<file path="src/rtl/wb_cmd_master.sv">
// Purpose: Wishbone classic single-transfer initiator driven by a valid/ready command stream.
// Latency: cmd accept t0, cyc/stb t1, ack on BUS cycle N gives rsp_valid on cycle N+1.
// Backpressure: one command in flight; cmd_ready low from acceptance until the response is consumed.
//
// Ports:
//   wb_clk, wb_rst_n            clock, asynchronous active-low reset
//   cmd_valid/ready/we/adr/dat  command stream (1 = write)
//   rsp_valid/ready/dat/status  response stream; status 00 ok, 01 err, 10 timeout, 11 retry exhausted
//   wb_*_o / wb_*_i             Wishbone classic initiator signals (cti/bte tied to classic)

module wb_cmd_master #(
   parameter int AW        = 1,
   parameter int DW        = 8,
   parameter int TIMEOUT   = 255,
   parameter int MAX_RETRY = 3
) (
   input  logic          wb_clk,
   input  logic          wb_rst_n,
   input  logic          cmd_valid,
   output logic          cmd_ready,
   input  logic          cmd_we,
   input  logic [AW-1:0] cmd_adr,
   input  logic [DW-1:0] cmd_dat,
   output logic          rsp_valid,
   input  logic          rsp_ready,
   output logic [DW-1:0] rsp_dat,
   output logic [1:0]    rsp_status,
   output logic [AW-1:0] wb_adr_o,
   output logic [DW-1:0] wb_dat_o,
   output logic          wb_we_o,
   output logic          wb_cyc_o,
   output logic          wb_stb_o,
   output logic [2:0]    wb_cti_o,
   output logic [1:0]    wb_bte_o,
   input  logic [DW-1:0] wb_dat_i,
   input  logic          wb_ack_i,
   input  logic          wb_err_i,
   input  logic          wb_rty_i
);

   // Counter widths: retry counter just wide enough for MAX_RETRY, timeout counter at least 8 bits.
   localparam int RW = (MAX_RETRY < 1) ? 1 : $clog2(MAX_RETRY + 1);
   localparam int TW = ($clog2(TIMEOUT + 1) > 8) ? $clog2(TIMEOUT + 1) : 8;

   localparam logic [RW-1:0] RETRY_MAX = RW'(MAX_RETRY);
   localparam logic [TW-1:0] TMO_LAST  = (TIMEOUT == 0) ? '0 : TW'(TIMEOUT - 1);

   localparam logic [1:0] ST_OK  = 2'b00;
   localparam logic [1:0] ST_ERR = 2'b01;
   localparam logic [1:0] ST_TMO = 2'b10;
   localparam logic [1:0] ST_EXH = 2'b11;

   typedef enum logic [1:0] {
      S_IDLE,
      S_BUS,
      S_GAP,
      S_RESP
   } state_t;

   state_t          state;
   state_t          state_nxt;
   logic [RW-1:0]   retry_cnt;
   logic [TW-1:0]   tmo_cnt;

   // Decoded terminations with priority err > ack > rty.
   logic            term_err;
   logic            term_ack;
   logic            term_rty;
   logic            retry_left;
   logic            tmo_hit;

   assign cmd_ready = (state == S_IDLE);
   assign wb_cti_o  = 3'b000;
   assign wb_bte_o  = 2'b00;

   always_comb begin
      term_err   = wb_err_i;
      term_ack   = !wb_err_i && wb_ack_i;
      term_rty   = !wb_err_i && !wb_ack_i && wb_rty_i;
      retry_left = (retry_cnt < RETRY_MAX);
      // Timeout fires on the TIMEOUT-th silent BUS cycle; disabled entirely when TIMEOUT is 0.
      tmo_hit    = (TIMEOUT != 0) && !wb_err_i && !wb_ack_i && !wb_rty_i && (tmo_cnt == TMO_LAST);
   end

   always_comb begin
      state_nxt = state;
      case (state)
         S_IDLE: begin
            if (cmd_valid) state_nxt = S_BUS;
         end
         S_BUS: begin
            if (term_err || term_ack)  state_nxt = S_RESP;
            else if (term_rty)         state_nxt = retry_left ? S_GAP : S_RESP;
            else if (tmo_hit)          state_nxt = S_RESP;
         end
         S_GAP: begin
            state_nxt = S_BUS;
         end
         S_RESP: begin
            if (rsp_ready) state_nxt = S_IDLE;
         end
         default: state_nxt = S_IDLE;
      endcase
   end

   always_ff @(posedge wb_clk or negedge wb_rst_n) begin
      if (!wb_rst_n) begin
         state      <= S_IDLE;
         wb_cyc_o   <= 1'b0;
         wb_stb_o   <= 1'b0;
         wb_we_o    <= 1'b0;
         wb_adr_o   <= '0;
         wb_dat_o   <= '0;
         rsp_valid  <= 1'b0;
         rsp_dat    <= '0;
         rsp_status <= ST_OK;
         retry_cnt  <= '0;
         tmo_cnt    <= '0;
      end else begin
         state     <= state_nxt;
         // cyc/stb/rsp_valid are registered copies of the upcoming state, so they
         // change on the same edge as the state itself.
         wb_cyc_o  <= (state_nxt == S_BUS);
         wb_stb_o  <= (state_nxt == S_BUS);
         rsp_valid <= (state_nxt == S_RESP);

         case (state)
            S_IDLE: begin
               if (cmd_valid) begin
                  wb_we_o   <= cmd_we;
                  wb_adr_o  <= cmd_adr;
                  wb_dat_o  <= cmd_dat;
                  retry_cnt <= '0;
                  tmo_cnt   <= '0;
               end
            end
            S_BUS: begin
               if (term_err) begin
                  rsp_status <= ST_ERR;
                  rsp_dat    <= '0;
               end else if (term_ack) begin
                  rsp_status <= ST_OK;
                  rsp_dat    <= wb_we_o ? '0 : wb_dat_i;
               end else if (term_rty) begin
                  if (retry_left) begin
                     retry_cnt <= retry_cnt + RW'(1);
                  end else begin
                     rsp_status <= ST_EXH;
                     rsp_dat    <= '0;
                  end
               end else if (tmo_hit) begin
                  rsp_status <= ST_TMO;
                  rsp_dat    <= '0;
               end else if (TIMEOUT != 0) begin
                  // Bounded by TMO_LAST, so this never wraps.
                  tmo_cnt <= tmo_cnt + TW'(1);
               end
            end
            S_GAP: begin
               tmo_cnt <= '0;
            end
            default: begin
            end
         endcase
      end
   end

endmodule
</file>
<file path="config.mk">
export PLATFORM = sky130hd
export DESIGN_NAME = wb_cmd_master
export DESIGN_NICKNAME = d
export VERILOG_FILES = /design/src/rtl/wb_cmd_master.sv
export SDC_FILE = /design/constraint.sdc
export NUM_CORES = 1
export LEC_CHECK = 0
export ABC_AREA = 1
export BUFFER_PORTS_ARGS = -buffer_cell sky130_fd_sc_hd__buf_2
export CORE_MARGIN = 8
export CORE_UTILIZATION = 50
export DETAILED_ROUTE_END_ITERATION = 16
export GPL_ROUTABILITY_DRIVEN = 0
export PLACE_DENSITY = 0.88
export SYNTH_ARGS = -nofsm -noshare
export SYNTH_HDL_FRONTEND = slang
export SYNTH_SLANG_ARGS = --single-unit
export TNS_END_PERCENT = 10
</file>
<file path="constraint.sdc">
create_clock -name wb_clk -period 3.6 [get_ports wb_clk]
set_clock_uncertainty 0.2 [all_clocks]
set_input_delay 0.9 -clock wb_clk [delete_from_list [all_inputs] [get_ports wb_clk]]
set_output_delay 0.9 -clock wb_clk [all_outputs]
set_load 0.01 [all_outputs]
</file>
==> metrics.yaml, run 1 <==
outcome:
  outcome: "finished clean"
critical_path:
  cp_cell_sequence: "nor2_2, buf_2"
  startpoint_type: "flip-flop"
  cp.arrival_ns: 1.08
  max_stage_delay_ns: 0.44
  endpoint_kind: "output port"
  worstPathRequired_ns: 2.50
  path_max_fanout: 4
  r2r_slack_ns: 1.79
  slowest_stage: "dfrtp_1"
  worstSetupPathType: "reg2out"
final_layout:
  insertedDiodeCount: 0
  fillers: 312
  layout-drive-gt1-share_pct: 32.8
  stdcell_count: 293
  fin_area_sq_um: 2060
  nets: 274
  area_growth_pct: 17.4
clock_tree:
  post-cts-setup-buffers: 0
  cts_buffer_depth: 2
  clk_pin_slew_ns: 0.10
  cts.hold.buffers_added: 0
  cts_resized: 0
  cts.sinks: 34
  cts_tree: "yes"
  h-tree-depth: 2
  cts_buffers: 5
  insertion_delay_ns: 0.34
  clockRootBuffer: "clkbuf_4"
global_route:
  grt_pass1_vias: 1384
  grtUsageTotal_pct: 13.4
  grt_pass1_wl_microns: 5850
  gr-total-overflow: 0
  antenna_found_initial: 0
  grt_max_degree: 35
drt:
  finalWirelength_microns: 3700
  drtIter0Drc: 105
  viasPerCell: 4.84
  drc: 0
  vias: 1417
  final_antenna_net_count: 0
  drt_pre_antenna_iters: 4
  wire_per_inst_microns: 12.6
synth:
  syn_inst: 196
  yosysWarnings: 0
  syn_avg_cell_area_sq_um: 8.94
  yosysTopAreaCell: "dfrtp_1"
  synth_most_common_cell: "nand2_1"
  async_reset_ff_share_pct: 100
  synth_area_sq_um: 1750
  synth_seq_area_share_pct: 48.6
  synth_top_cell_area_share_pct: 48.6
  synthDistinctLibCells: 28
  synth_flop_cell: "dfrtp_1"
  ys_seq_elements: 34
  yosys-top-cells-area: "dfrtp_1 (49%), nand2_1 (13%), nand3_1 (5.1%)"
  synth_common_cells: "nand2_1 (60), dfrtp_1 (34), nand3_1 (18)"
  synth_edf_count: 0
sta:
  worst_slack_ns: 1.42
  max_freq_ghz: 0.458
  finalCritPeriodShare_pct: 60.6
  hold_viol_final: 0
  setup_viol: 0
  slew_viol_final: 0
  finalSetupTns_ns: 0
  worst_pin_slew_ns: 0.865
  fin_crit_ns: 2.18
  rsz0062_at_grt: "false"
  max-slew-margin-rel_pct: 41.9
floorplanning:
  io_pins: 54
  initial_core_util_pct: 52.1
  fp-row-count: 21
  fp.dieH_microns: 75.2
  core_area_sq_um: 3360
  die_w_microns: 75.2
  die_area_sq_um: 5650
power:
  p_leak_nw: 1.08
  p_per_area_nw_per_um2: 714
  vdd_drop_max_uv: 404
  power_w: 0.00147
place:
  postPlaceCellArea_sq_um: 2000
  numPortBuffers: 48
  preCtsSetupSlack_ns: 1.26
  place_inst: 285
  dpl.hpwl_microns: 2810
worst_hold_path:
  hp-class: "reg2reg"
run:
  drv_cap: 0
-- kinds of logic after synthesis --
kind of cell             synth area share [%]
other                                   0.214
multiplexers                             6.43
XOR/XNOR                                 1.00
flip-flops                               48.6
adder cells (fa/ha/maj)                  2.14
buffers and inverters                    7.57
AO/OA/AOI/OAI                            6.71
AND/OR/NAND/NOR                          27.4
-- area by class of cell --
cell class / count / area [sq um] / share of cell area (%)
Inverter: 17 / 63.8 / 3.10
Timing Repair Buffer: 48 / 240 / 11.7
Clock inverter: 1 / 5.00 / 0.243
Multi-Input combinational cell: 140 / 783 / 38.1
Tap cell: 46 / 57.6 / 2.80
Sequential cell: 34 / 851 / 41.4
Clock buffer: 7 / 55.1 / 2.68
-- layer usage --
layer  up-vias  wire length, microns  track usage (%)
li1        712                     -                -
met4         0                    19             3.20
met3         5                   297             6.66
met1       653                  1580             15.5
met2        47                  1800             21.7
met5         -                     0                0
-- per-stage QoR --
| step | util [%] | hold slack, ns |
|---|---|---|
| finish | 61.1 | 0.290 |
| global route | 61.1 | 0.311 |
| CTS | 61.1 | 0.290 |
| detailed placement | 59.3 | 0.266 |
| global placement | 59.3 | 0.264 |
| floorplan | - | 0.266 |
-- cell usage in the layout (no fill, tap or decap), types with 2 or more instances in the layout --
cell and n:
nor2_2 2, inv_1 14, conb_1 5, dfrtp_1 34
mux2_2 3, nor2_4 2, ha_1 3, clkbuf_4 5
nor2_1 16, inv_2 3, o21ai_2 9, nand2_1 60
mux2_1 7, o21ai_0 2, buf_2 48, nand2_2 3
nand3_1 18
-- path summary, 6_finish.rpt --
path / start / endpoint / cells after the start
setup reg to reg: tmo_cnt[0] / rsp_status[0] / 9
hold / removal: rsp_dat[0] / rsp_dat[0] / 2
setup / recovery: state[1] / cmd_ready / 2
max in group asynchronous: wb_rst_n / state[0] / 1
hold reg to reg: rsp_dat[0] / rsp_dat[0] / 2
min in group asynchronous: wb_rst_n / tmo_cnt[2] / 1
-- power breakdown --
| group | switching [W] | internal [W] | total, W |
|---|---|---|---|
| logic | 0.000398 | 0.000241 | 0.000639 |
| registers | 0.0000879 | 0.000523 | 0.000611 |
| clock network | 0.000123 | 0.0000946 | 0.000218 |
| total | 0.000609 | 0.000859 | 0.00147 |
-- registers in the layout (all words and copies together), names as in the netlist --
name	count
wb_dat_o	8
retry_cnt	2
rsp_valid	1
state	2
rsp_status	2
wb_we_o	1
wb_stb_o	1
tmo_cnt	8
wb_adr_o	1
rsp_dat	8
-- worst max-delay path, delay by kind of cell (launching register included) --
family	cells	cell delay, ns
flip-flops	1	0.44
AND/OR/NAND/NOR	1	0.16
buffers and inverters	1	0.15
(Power assumes the default switching activity.)
==> run 2: changes to the inputs <==
==> constraint.sdc (replaced) <==
create_clock -name wb_clk -period 2.25 [get_ports wb_clk]
set_clock_uncertainty 0.2 [all_clocks]
set_input_delay 0.5625 -clock wb_clk [delete_from_list [all_inputs] [get_ports wb_clk]]
set_output_delay 0.5625 -clock wb_clk [all_outputs]
set_load 0.01 [all_outputs]
==> metrics.yaml, run 2 (synthesized netlist as in run 1, its figures left out) <==
final_layout:
  layout-drive-gt1-share_pct: 32.7
  fillers: 310
  final_common_cell: "nand2_1"
  multi_input_area_sq_um: 783
  nets: 275
  area_growth_pct: 18.6
  insertedDiodeCount: 0
  final_cell_mix: "nand2_1 (60), buf_2 (48), dfrtp_1 (34), nand3_1 (18), nor2_1 (16)"
  seq_area_sq_um: 851
  largest_registers: "rsp_dat: 8 flops, tmo_cnt: 8 flops, wb_dat_o: 8 flops"
  fin_area_sq_um: 2080
  final_util_pct: 61.8
power:
  power_w: 0.00241
  vdd_drop_max_uv: 552
  p_per_area_nw_per_um2: 1160
  p_leak_nw: 1.09
drt:
  drc: 0
  vias: 1408
  drtIter0Drc: 89
  wire_per_inst_microns: 12.2
  final_antenna_net_count: 0
  finalWirelength_microns: 3580
  drt_pre_antenna_iters: 4
  viasPerCell: 4.79
global_route:
  grt_max_degree: 35
  grtUsageTotal_pct: 13.1
  grt_pass1_wl_microns: 5730
  grt_pass1_vias: 1342
  gr-total-overflow: 0
  antenna_found_initial: 0
outcome:
  outcome: "finished clean"
floorplanning:
  die_w_microns: 75.2
  core_area_sq_um: 3360
  fp-row-count: 21
  die_area_sq_um: 5650
  io_pins: 54
  fp.dieH_microns: 75.2
  initial_core_util_pct: 52.1
sta:
  finalCritPeriodShare_pct: 81.9
  setup_viol: 0
  hold_viol_final: 0
  worst_pin_slew_ns: 0.736
  max-slew-margin-rel_pct: 51.0
  max_freq_ghz: 0.543
  finalSetupTns_ns: 0
  rsz0062_at_grt: "false"
  slew_viol_final: 0
  fin_crit_ns: 1.84
  hold_slack_ns: 0.0866
clock_tree:
  cts_buffer_depth: 2
  cts_resized: 0
  cts.hold.buffers_added: 0
  clockRootBuffer: "clkbuf_4"
  post-cts-setup-buffers: 0
  insertion_delay_ns: 0.33
  cts.sinks: 34
  cts_tree: "yes"
  clk_pin_slew_ns: 0.10
  h-tree-depth: 2
  cts_buffers: 5
worst_hold_path:
  hp-class: "in2async"
place:
  dpl.hpwl_microns: 2750
  numPortBuffers: 48
  postPlaceCellArea_sq_um: 2000
critical_path:
  path_max_fanout: 4
  endpoint_kind: "output port"
  worstSetupPathType: "reg2out"
  cp.arrival_ns: 1.08
  startpoint_type: "flip-flop"
  worstPathRequired_ns: 1.49
run:
  drv_cap: 0
-- run 2: worst paths after layout --
check	from	end	slack [ns]	depth (start not counted)
min in group wb_clk	cmd_dat[7]	wb_dat_o[7]	0.24	2
max in group asynchronous	wb_rst_n	rsp_dat[7]	1.30	1
min reg2reg	rsp_dat[2]	rsp_dat[2]	0.28	2
min	wb_rst_n	rsp_dat[0]	0.09	1
max	state[1]	cmd_ready	0.41	2
max reg2reg	tmo_cnt[0]	rsp_dat[7]	0.41	9
-- run 2: routing by layer --
metal,share of wire (%),global-route usage (%),wire (microns)
met1,41,15.9,1460
met5,0,0,0
met2,49,20.6,1760
met3,8.4,4.79,301
met4,1.3,5.12,48
-- run 2: through the flow --
step	setup slack (ns)	cells
6_report	0.408	294
5_1_grt	0.209	294
4_1_cts	0.392	294
3_5_place_dp	0.337	286
3_3_place_gp	0.412	286
2_1_floorplan	0.613	200
-- run 2: area by class of cell --
class	instances	area share, %
multi-input cells	140	37.7
flip-flops and latches	34	40.9
clock buffers	7	2.17
inverters	17	3.07
repair buffers	49	11.9
clock inverters	1	1.44
well taps	46	2.77
-- run 2: critical path, stage by stage, from the launching register on --
cell and delay (ns):
dfrtp_1 0.44, nor2_2 0.17, buf_2 0.16
-- run 2: power breakdown --
| part | total, W | switching (W) | leakage, nW | internal, W |
|---|---|---|---|---|
| registers | 0.000979 | 0.000142 | 0.436 | 0.000837 |
| logic | 0.00101 | 0.000621 | 0.612 | 0.000387 |
| clock network | 0.000425 | 0.000189 | 0.0395 | 0.000236 |
| total | 0.00241 | 0.000953 | 1.09 | 0.00146 |
